File: config.mk
export PLATFORM = sky130hd
export DESIGN_NAME = ghr_ckpt_shiftreg
export DESIGN_NICKNAME = d
export VERILOG_FILES = /design/src/rtl/ghr_ckpt_shiftreg.sv
export SDC_FILE = /design/constraint.sdc
export NUM_CORES = 1
export LEC_CHECK = 0
export ABC_AREA = 0
export BUFFER_PORTS_ARGS = -buffer_cell sky130_fd_sc_hd__buf_2
export CAP_MARGIN = 20
export CORE_ASPECT_RATIO = 0.9
export CORE_UTILIZATION = 40
export DETAILED_ROUTE_END_ITERATION = 6
export SLEW_MARGIN = 20
export SYNTH_ARGS = -nofsm -noshare
export SYNTH_HDL_FRONTEND = slang
export SYNTH_SLANG_ARGS = --single-unit
File: constraint.sdc
create_clock -name clk -period 6.33 [get_ports clk]
set_input_delay 0.3165 -clock clk [delete_from_list [all_inputs] [get_ports clk]]
set_output_delay 0.3165 -clock clk [all_outputs]
set_load 0.03 [all_outputs]
File: src/rtl/ghr_ckpt_shiftreg.sv
// Speculative global history with per-branch checkpoints; GHR_RETIRED_HIST_EN adds retired history and retire_flush.
// Latency: out/count/full/empty update one cycle after the event; spec_ready/spec_tag are same-cycle.
// Backpressure: spec_ready drops when full or while fix/we (or retire_flush) is asserted; refused shifts are dropped.
module ghr_ckpt_shiftreg #(
    parameter int HIST_LEN   = 32,
    parameter int CKPT_DEPTH = 8,
    localparam int TAG_W     = $clog2(CKPT_DEPTH),
    localparam int CNT_W     = TAG_W + 1
) (
    input  logic                clk,
    input  logic                reset,
    input  logic                we,
    input  logic [HIST_LEN-1:0] datain,
    input  logic                spec_valid,
    input  logic                shiftin,
    output logic                spec_ready,
    output logic [TAG_W-1:0]    spec_tag,
    input  logic                commit_valid,
    input  logic                fix_valid,
    input  logic [TAG_W-1:0]    fix_tag,
    input  logic                fix_bit,
`ifdef GHR_RETIRED_HIST_EN
    input  logic                retire_flush,
    output logic [HIST_LEN-1:0] retired_out,
`endif
    output logic [HIST_LEN-1:0] out,
    output logic [CNT_W-1:0]    count,
    output logic                full,
    output logic                empty
);

    localparam logic [TAG_W-1:0] TAG_ONE = TAG_W'(1);
    localparam logic [CNT_W-1:0] CNT_ONE = CNT_W'(1);
    localparam logic [CNT_W-1:0] CNT_MAX = CNT_W'(CKPT_DEPTH);

    logic [HIST_LEN-1:0] hist_q, hist_d;
    logic [TAG_W-1:0]    head_q, head_d;
    logic [TAG_W-1:0]    tail_q, tail_d;
    logic [CNT_W-1:0]    count_q, count_d;
    logic [CNT_W-1:0]    fix_cnt;
    logic                full_q, empty_q;
    logic                flush;
    logic                shift_acc;
    logic                commit_acc;

    // The MSB of a checkpoint falls off on restore, so only the low bits are kept.
    logic [HIST_LEN-2:0] ckpt_hist [CKPT_DEPTH];

`ifdef GHR_RETIRED_HIST_EN
    logic [CKPT_DEPTH-1:0] ckpt_bit;
    logic [HIST_LEN-1:0]   retired_q, retired_d;
    logic                  retire_bit;
    assign flush = retire_flush;
`else
    assign flush = 1'b0;
`endif

    assign spec_ready = !full_q && !fix_valid && !we && !flush;
    assign spec_tag   = tail_q;
    assign shift_acc  = spec_valid && spec_ready;
    // A fix overrides we/flush, so a commit alongside a fix still retires.
    assign commit_acc = commit_valid && !empty_q && (fix_valid || !(we || flush));
    assign fix_cnt    = {1'b0, fix_tag - head_q} + CNT_ONE;

    always_comb begin
        hist_d  = hist_q;
        head_d  = head_q;
        tail_d  = tail_q;
        count_d = count_q;
        if (fix_valid) begin
            hist_d  = {ckpt_hist[fix_tag], fix_bit};
            tail_d  = fix_tag + TAG_ONE;
            count_d = fix_cnt;
            if (commit_acc) begin
                head_d  = head_q + TAG_ONE;
                count_d = fix_cnt - CNT_ONE;
            end
`ifdef GHR_RETIRED_HIST_EN
        end else if (flush) begin
            hist_d  = retired_q;
            head_d  = '0;
            tail_d  = '0;
            count_d = '0;
`endif
        end else if (we) begin
            hist_d  = datain;
            head_d  = '0;
            tail_d  = '0;
            count_d = '0;
        end else begin
            if (shift_acc) begin
                hist_d = {hist_q[HIST_LEN-2:0], shiftin};
                tail_d = tail_q + TAG_ONE;
            end
            if (commit_acc) begin
                head_d = head_q + TAG_ONE;
            end
            if (shift_acc && !commit_acc) begin
                count_d = count_q + CNT_ONE;
            end else if (!shift_acc && commit_acc) begin
                count_d = count_q - CNT_ONE;
            end
        end
    end

    always_ff @(posedge clk or posedge reset) begin
        if (reset) begin
            hist_q  <= '0;
            head_q  <= '0;
            tail_q  <= '0;
            count_q <= '0;
            full_q  <= 1'b0;
            empty_q <= 1'b1;
        end else begin
            hist_q  <= hist_d;
            head_q  <= head_d;
            tail_q  <= tail_d;
            count_q <= count_d;
            full_q  <= (count_d == CNT_MAX);
            empty_q <= (count_d == '0);
        end
    end

    always_ff @(posedge clk) begin
        if (shift_acc) begin
            ckpt_hist[tail_q] <= hist_q[HIST_LEN-2:0];
        end
    end

`ifdef GHR_RETIRED_HIST_EN
    always_comb begin
        // A branch fixed and retired in the same cycle retires with its corrected outcome.
        retire_bit = (fix_valid && (fix_tag == head_q)) ? fix_bit : ckpt_bit[head_q];
        retired_d  = retired_q;
        if (commit_acc) begin
            retired_d = {retired_q[HIST_LEN-2:0], retire_bit};
        end else if (we && !fix_valid && !flush) begin
            retired_d = datain;
        end
    end

    always_ff @(posedge clk) begin
        if (shift_acc) begin
            ckpt_bit[tail_q] <= shiftin;
        end
        if (fix_valid) begin
            ckpt_bit[fix_tag] <= fix_bit;
        end
    end

    always_ff @(posedge clk or posedge reset) begin
        if (reset) begin
            retired_q <= '0;
        end else begin
            retired_q <= retired_d;
        end
    end

    assign retired_out = retired_q;
`endif

    assign out   = hist_q;
    assign count = count_q;
    assign full  = full_q;
    assign empty = empty_q;

endmodule

### After elaboration in Yosys (flattened, before gate mapping)

Memory sizes are Yosys's and may differ from the RTL's.
Index checks and enable logic that the tools add are counted.

| word-level totals | value |
|---|---|
| register bits | 44 |
| memory bits (writable) | 248 |
| input bits | 43 |
| output and inout port bits | 42 |
| logic and storage cells | 48 |
| memories kept | 1 |

| cells by class | value |
|---|---|
| $add $sub $neg | 8 |
| equality and inequality tests | 1 |
| mux-type cells | 16 |
| reductions and logical operators | 16 |

Memories:

| name | depth | width | read ports | clocked after memory_dff | wr ports | line | RTL |
|---|---|---|---|---|---|---|---|
| ckpt_hist | 8 | 31 | 1 | 0 | 1 | 47 | `logic [HIST_LEN-2:0] ckpt_hist [CKPT_DEPTH];` |

Operator list:

| operator | number |
|---|---|
| two-way mux 32 bit | 3 |
| two-way mux 4 bit | 5 |
| two-way mux 3 bit | 6 |
| adder 3 x 1 -> 3 bit, second input constant | 3 |
| subtractor 4 x 1 -> 4 bit, second input constant | 2 |
| logical AND 1 bit | 7 |
| zero test 1 bit | 6 |
| adder 3 x 1 -> 4 bit, second input constant | 1 |
| adder 4 x 1 -> 4 bit, second input constant | 1 |
| == test 4 bit, second input constant | 1 |
| zero test 4 bit | 1 |
| nonzero test 3 bit | 1 |
| subtractor 3 bit | 1 |
| two-way mux 1 bit | 2 |
| logical OR 1 bit | 1 |

### Depth between registers and ports, before layout

| logic depth | value |
|---|---|
| depth in word-level cells | 11 |
| depth in mapped cells | 12 |
| depth with buffers taken out | 10 |

### Worst setup path after synthesis

OpenSTA, ideal clock, no wires.

| timing | value |
|---|---|
| kind | reg2reg |
| start point | reg full_q, in the netlist full |
| end point | mem ckpt_hist[1][0] (netlist name) (enable) |
| library setup time | 0.458 ns |
| arrival time | 3.462 ns |
| data required time | 5.872 ns |
| setup slack | 2.411 ns |
| cell stages (with the launch flop) | 6 |
| buffers on the path | 2 |
| clock period less this slack | 3.919 ns |
| cell sequence | dfrtp_1 > nor2b_1 > buf_2 > buf_2 > nand3_1 > nor3_1 |

| on the way | value |
|---|---|
| cells in the longest elaborated chain, start to end | 6 |

RTL lines:

| element | line | RTL |
|---|---|---|
| start: declaration | 41 | `logic full_q, empty_q;` |
| start signal: assignment | 119 | `full_q <= (count_d == CNT_MAX);` |
| zero test 1 bit | 58 | `assign spec_ready = !full_q && !fix_valid && !we && !flush;` |
| logical AND 1 bit (2 in series) | 58 |  |
| logical AND 1 bit | 60 | `assign shift_acc = spec_valid && spec_ready;` |
| two-way mux 1 bit | 125 | `if (shift_acc) begin` |
| two-way mux 1 bit (implied by the code) | 126 | `ckpt_hist[tail_q] <= hist_q[HIST_LEN-2:0];` |
| end: declaration | 47 |  |

Every way passes these cells.

### Worst setup path in the final report

| timing | value |
|---|---|
| start point | reg full_q, in the netlist full |
| end point | mem ckpt_hist[7][2] (netlist name) (enable) |

Same word-level chain as after synthesis.

==> results.json <==
{
  "grt_max_degree": 76,
  "drive_gt1_share_pct": 27.76,
  "slowest_delay_ps": 940,
  "fin_crit_sh_pct": 48.44,
  "startpoint": "full",
  "dr_wl_met2_um": 12580,
  "p_int_mw": 3.550,
  "final_cell_mix": "edfxtp_1 (248), buf_2 (83), nand2_1 (71)",
  "worst_r2r_endpoint": "ckpt_hist[7][2]",
  "p_seq_share_pct": 48.7,
  "grt_pass1_wl_um": 40010,
  "ys_seq_elements": 292,
  "antenna_found_initial": 0,
  "synth_ff_type": "edfxtp_1",
  "vdd_drop_max_v": 0.0002650,
  "end_kind": "register",
  "critPathArrivalTime_ps": 3220,
  "insertedDiodeCount": 0,
  "finalSetupViolations": 0,
  "num_vias": 6444,
  "cts_made_buffers": 30,
  "clkTransAtPathRegs_ps": 60,
  "cp.required_ps": 6490,
  "final_common_cell": "edfxtp_1",
  "net-switching-power_mw": 1.237,
  "slew_viol_final": 0,
  "die_x_um": 184.1,
  "synth_fp_nets": 739,
  "area_growth_pct": 16.71,
  "core_area_um2": 29090,
  "viasPerCell": 5.406,
  "synth_top_area_share_pct": 62.42,
  "syn_area_um2": 11930,
  "rsz0062_at_grt": "false",
  "slew_headroom_pct": 29.59,
  "hold_viol_final": 0,
  "critPathKind": "reg -> reg",
  "p_leak_nw": 4.827,
  "cp_max_fo": 39,
  "ant_nets": 0,
  "worst_slew_pin_slew_ps": 1054,
  "tritoncts": "built",
  "reg2reg_slack_ps": 3260,
  "port_buffers": 84,
  "rr_startpoint": "full",
  "fp-row-count": 59,
  "initial_core_util_pct": 41.02,
  "clk_latency_ps": 550,
  "critPathLaunchType": "register",
  "drt_iter0_markers": 407,
  "setup_ws_ps": 3264,
  "powerDensity_nw_per_um2": 343.8,
  "wl_per_cell_um": 21.26,
  "hp-class": "in -> reg",
  "pre_cts_ws_ps": 3015,
  "synth_cells": 688,
  "root_buffer": "clkbuf_16",
  "ys_types": 47,
  "clock_path_buffers": 3,
  "switching_share_pct": 25.84,
  "first_pass_iters": 5,
  "avgSynthCellArea_um2": 17.34,
  "grt_pass1_vias": 6919,
  "num_io_pins": 85,
  "gr-total-overflow": 0,
  "n_fill_cell": 2492,
  "worstSetupEndpoint": "ckpt_hist[7][2]",
  "fin_nets": 824,
  "dpl.hpwl_um": 14270,
  "power_frac_comb_pct": 13.8,
  "synth-edff-count": 248,
  "status": "finished clean",
  "cts.sink_count": 292,
  "yosysSeqAreaShare_pct": 71.65,
  "whs_ps": 55.28,
  "dieArea_um2": 30520,
  "async_flop_share_pct": 15.07,
  "crit_path_cell_trace": "nor2b_4 -> nand3_1 -> nor2_4",
  "yosys_warnings": 0,
  "htree_levels": 1,
  "yosys-top-cells-area": "edfxtp_1 (62%), mux4_2 (12%), dfrtp_1 (9.0%), a21oi_1 (2.7%), mux2i_1 (2.7%)",
  "reg2reg_depth": 3,
  "wirelength_um": 25350,
  "wl_met3_um": 1056,
  "routabilityCongestion": 0.8096,
  "met1_length_um": 11230,
  "fin_crit_ps": 3066,
  "drcViolationCount": 0,
  "highest_layer": "met4",
  "clkPwrFrac_pct": 37.5,
  "critPathSlowestCell": "nor2_4",
  "fmax_ghz": 0.3261,
  "track_usage_pct": 17.18,
  "skew_ps": 13.01,
  "maxCapViolations": 0,
  "fp.dieH_um": 165.8,
  "synth_largest_area_cell": "edfxtp_1",
  "setup_tns_ps": 0
}
[cells in the mapped netlist (2+ instances only)]
cell / number
a211oi_1: 31
a21o_1: 2
a21oi_1: 65
a31oi_1: 2
buf_1: 8
buf_2: 13
clkbuf_1: 22
dfrtp_1: 43
edfxtp_1: 248
ha_1: 7
inv_1: 8
mux2i_1: 32
mux4_2: 62
nand2_1: 71
nand2b_1: 5
nand3_1: 5
nor2_1: 14
nor2b_1: 3
nor3_1: 6
o21ai_0: 2
o21ai_1: 2
o22ai_1: 3
or3_1: 2
xnor2_1: 6
xnor3_1: 2
xor2_1: 3
[per-layer routing]
metal,vias up,track usage [%]
li1,2898,-
met1,3342,23.82
met2,171,28.64
met3,33,2.654
met4,0,3.913
met5,-,0
[sequential cells by signal (all words and copies together) (netlist names)]
| register | count |
|---|---|
| ckpt_hist | 248 |
| count | 4 |
| empty | 1 |
| full | 1 |
| head_q | 3 |
| out | 32 |
| spec_tag | 3 |
[worst min path at each step]
stage / start / depth (start not counted) / endpoint / slack (ps)
final: datain[0] / 3 / out[0] / 60
after global routing: datain[0] / 3 / out[0] / 50
after CTS: datain[0] / 3 / out[0] / 30
after detailed placement: reset / 2 / out[15] / 470
after global placement: fix_bit / 3 / out[0] / 530
after floorplan: fix_bit / 2 / out[0] / 440
[metrics by stage]
step	cell area (µm²)	total power, mW	instances	util (%)
floorplan	11930	2.819	688	-
global placement	12790	2.997	1132	43.97
detailed placement	12790	3.031	1132	43.98
CTS	13840	4.830	1189	47.57
global route	13920	4.982	1192	47.87
finish	13920	4.787	1192	47.87
[final cells by class]
type,instances,area (µm²),area share (%)
Inverter,8,32.53,0.2336
Clock buffer,35,820.8,5.895
Tap cell,396,495.5,3.558
Clock inverter,20,202.7,1.456
Sequential cell,292,8549,61.40
Multi-Input combinational cell,344,3234,23.23
Timing Repair Buffer,97,589.3,4.232
[critical path: cells and delay by family, from the launching register on]
family | cells | cell delay (ps)
and+or+nand+nor | 3 | 2220
DFF | 1 | 430
[cell families after synthesis]
family	Yosys count	share of synthesized area, %
buffers and inverters	52	1.804
muxes	96	14.58
DFF	292	71.65
adders and majority gates	9	0.9857
xor gates and xnor gates	11	1.038
and+or+nand+nor	112	4.048
AOI/OAI and AO/OA	116	5.894
[power groups by stage]
stage | clock network [mW] | registers, mW | logic, mW
2_1_floorplan | 0 | 2.41 | 0.406
3_3_place_gp | 0 | 2.36 | 0.639
3_5_place_dp | 0 | 2.37 | 0.660
4_1_cts | 1.83 | 2.33 | 0.664
5_1_grt | 1.91 | 2.35 | 0.725
6_report | 1.80 | 2.33 | 0.661
[repair_timing]
item / 4_1_cts / 5_1_grt
resized for setup: 0 / 0
setup buffers: 0 / 0
endpoints found under the hold margin: 44 / 0
setup endpoints to repair: 0 / 0
hold buffers: 2 / 0
Note: power is estimated with default switching activity, not from simulation.
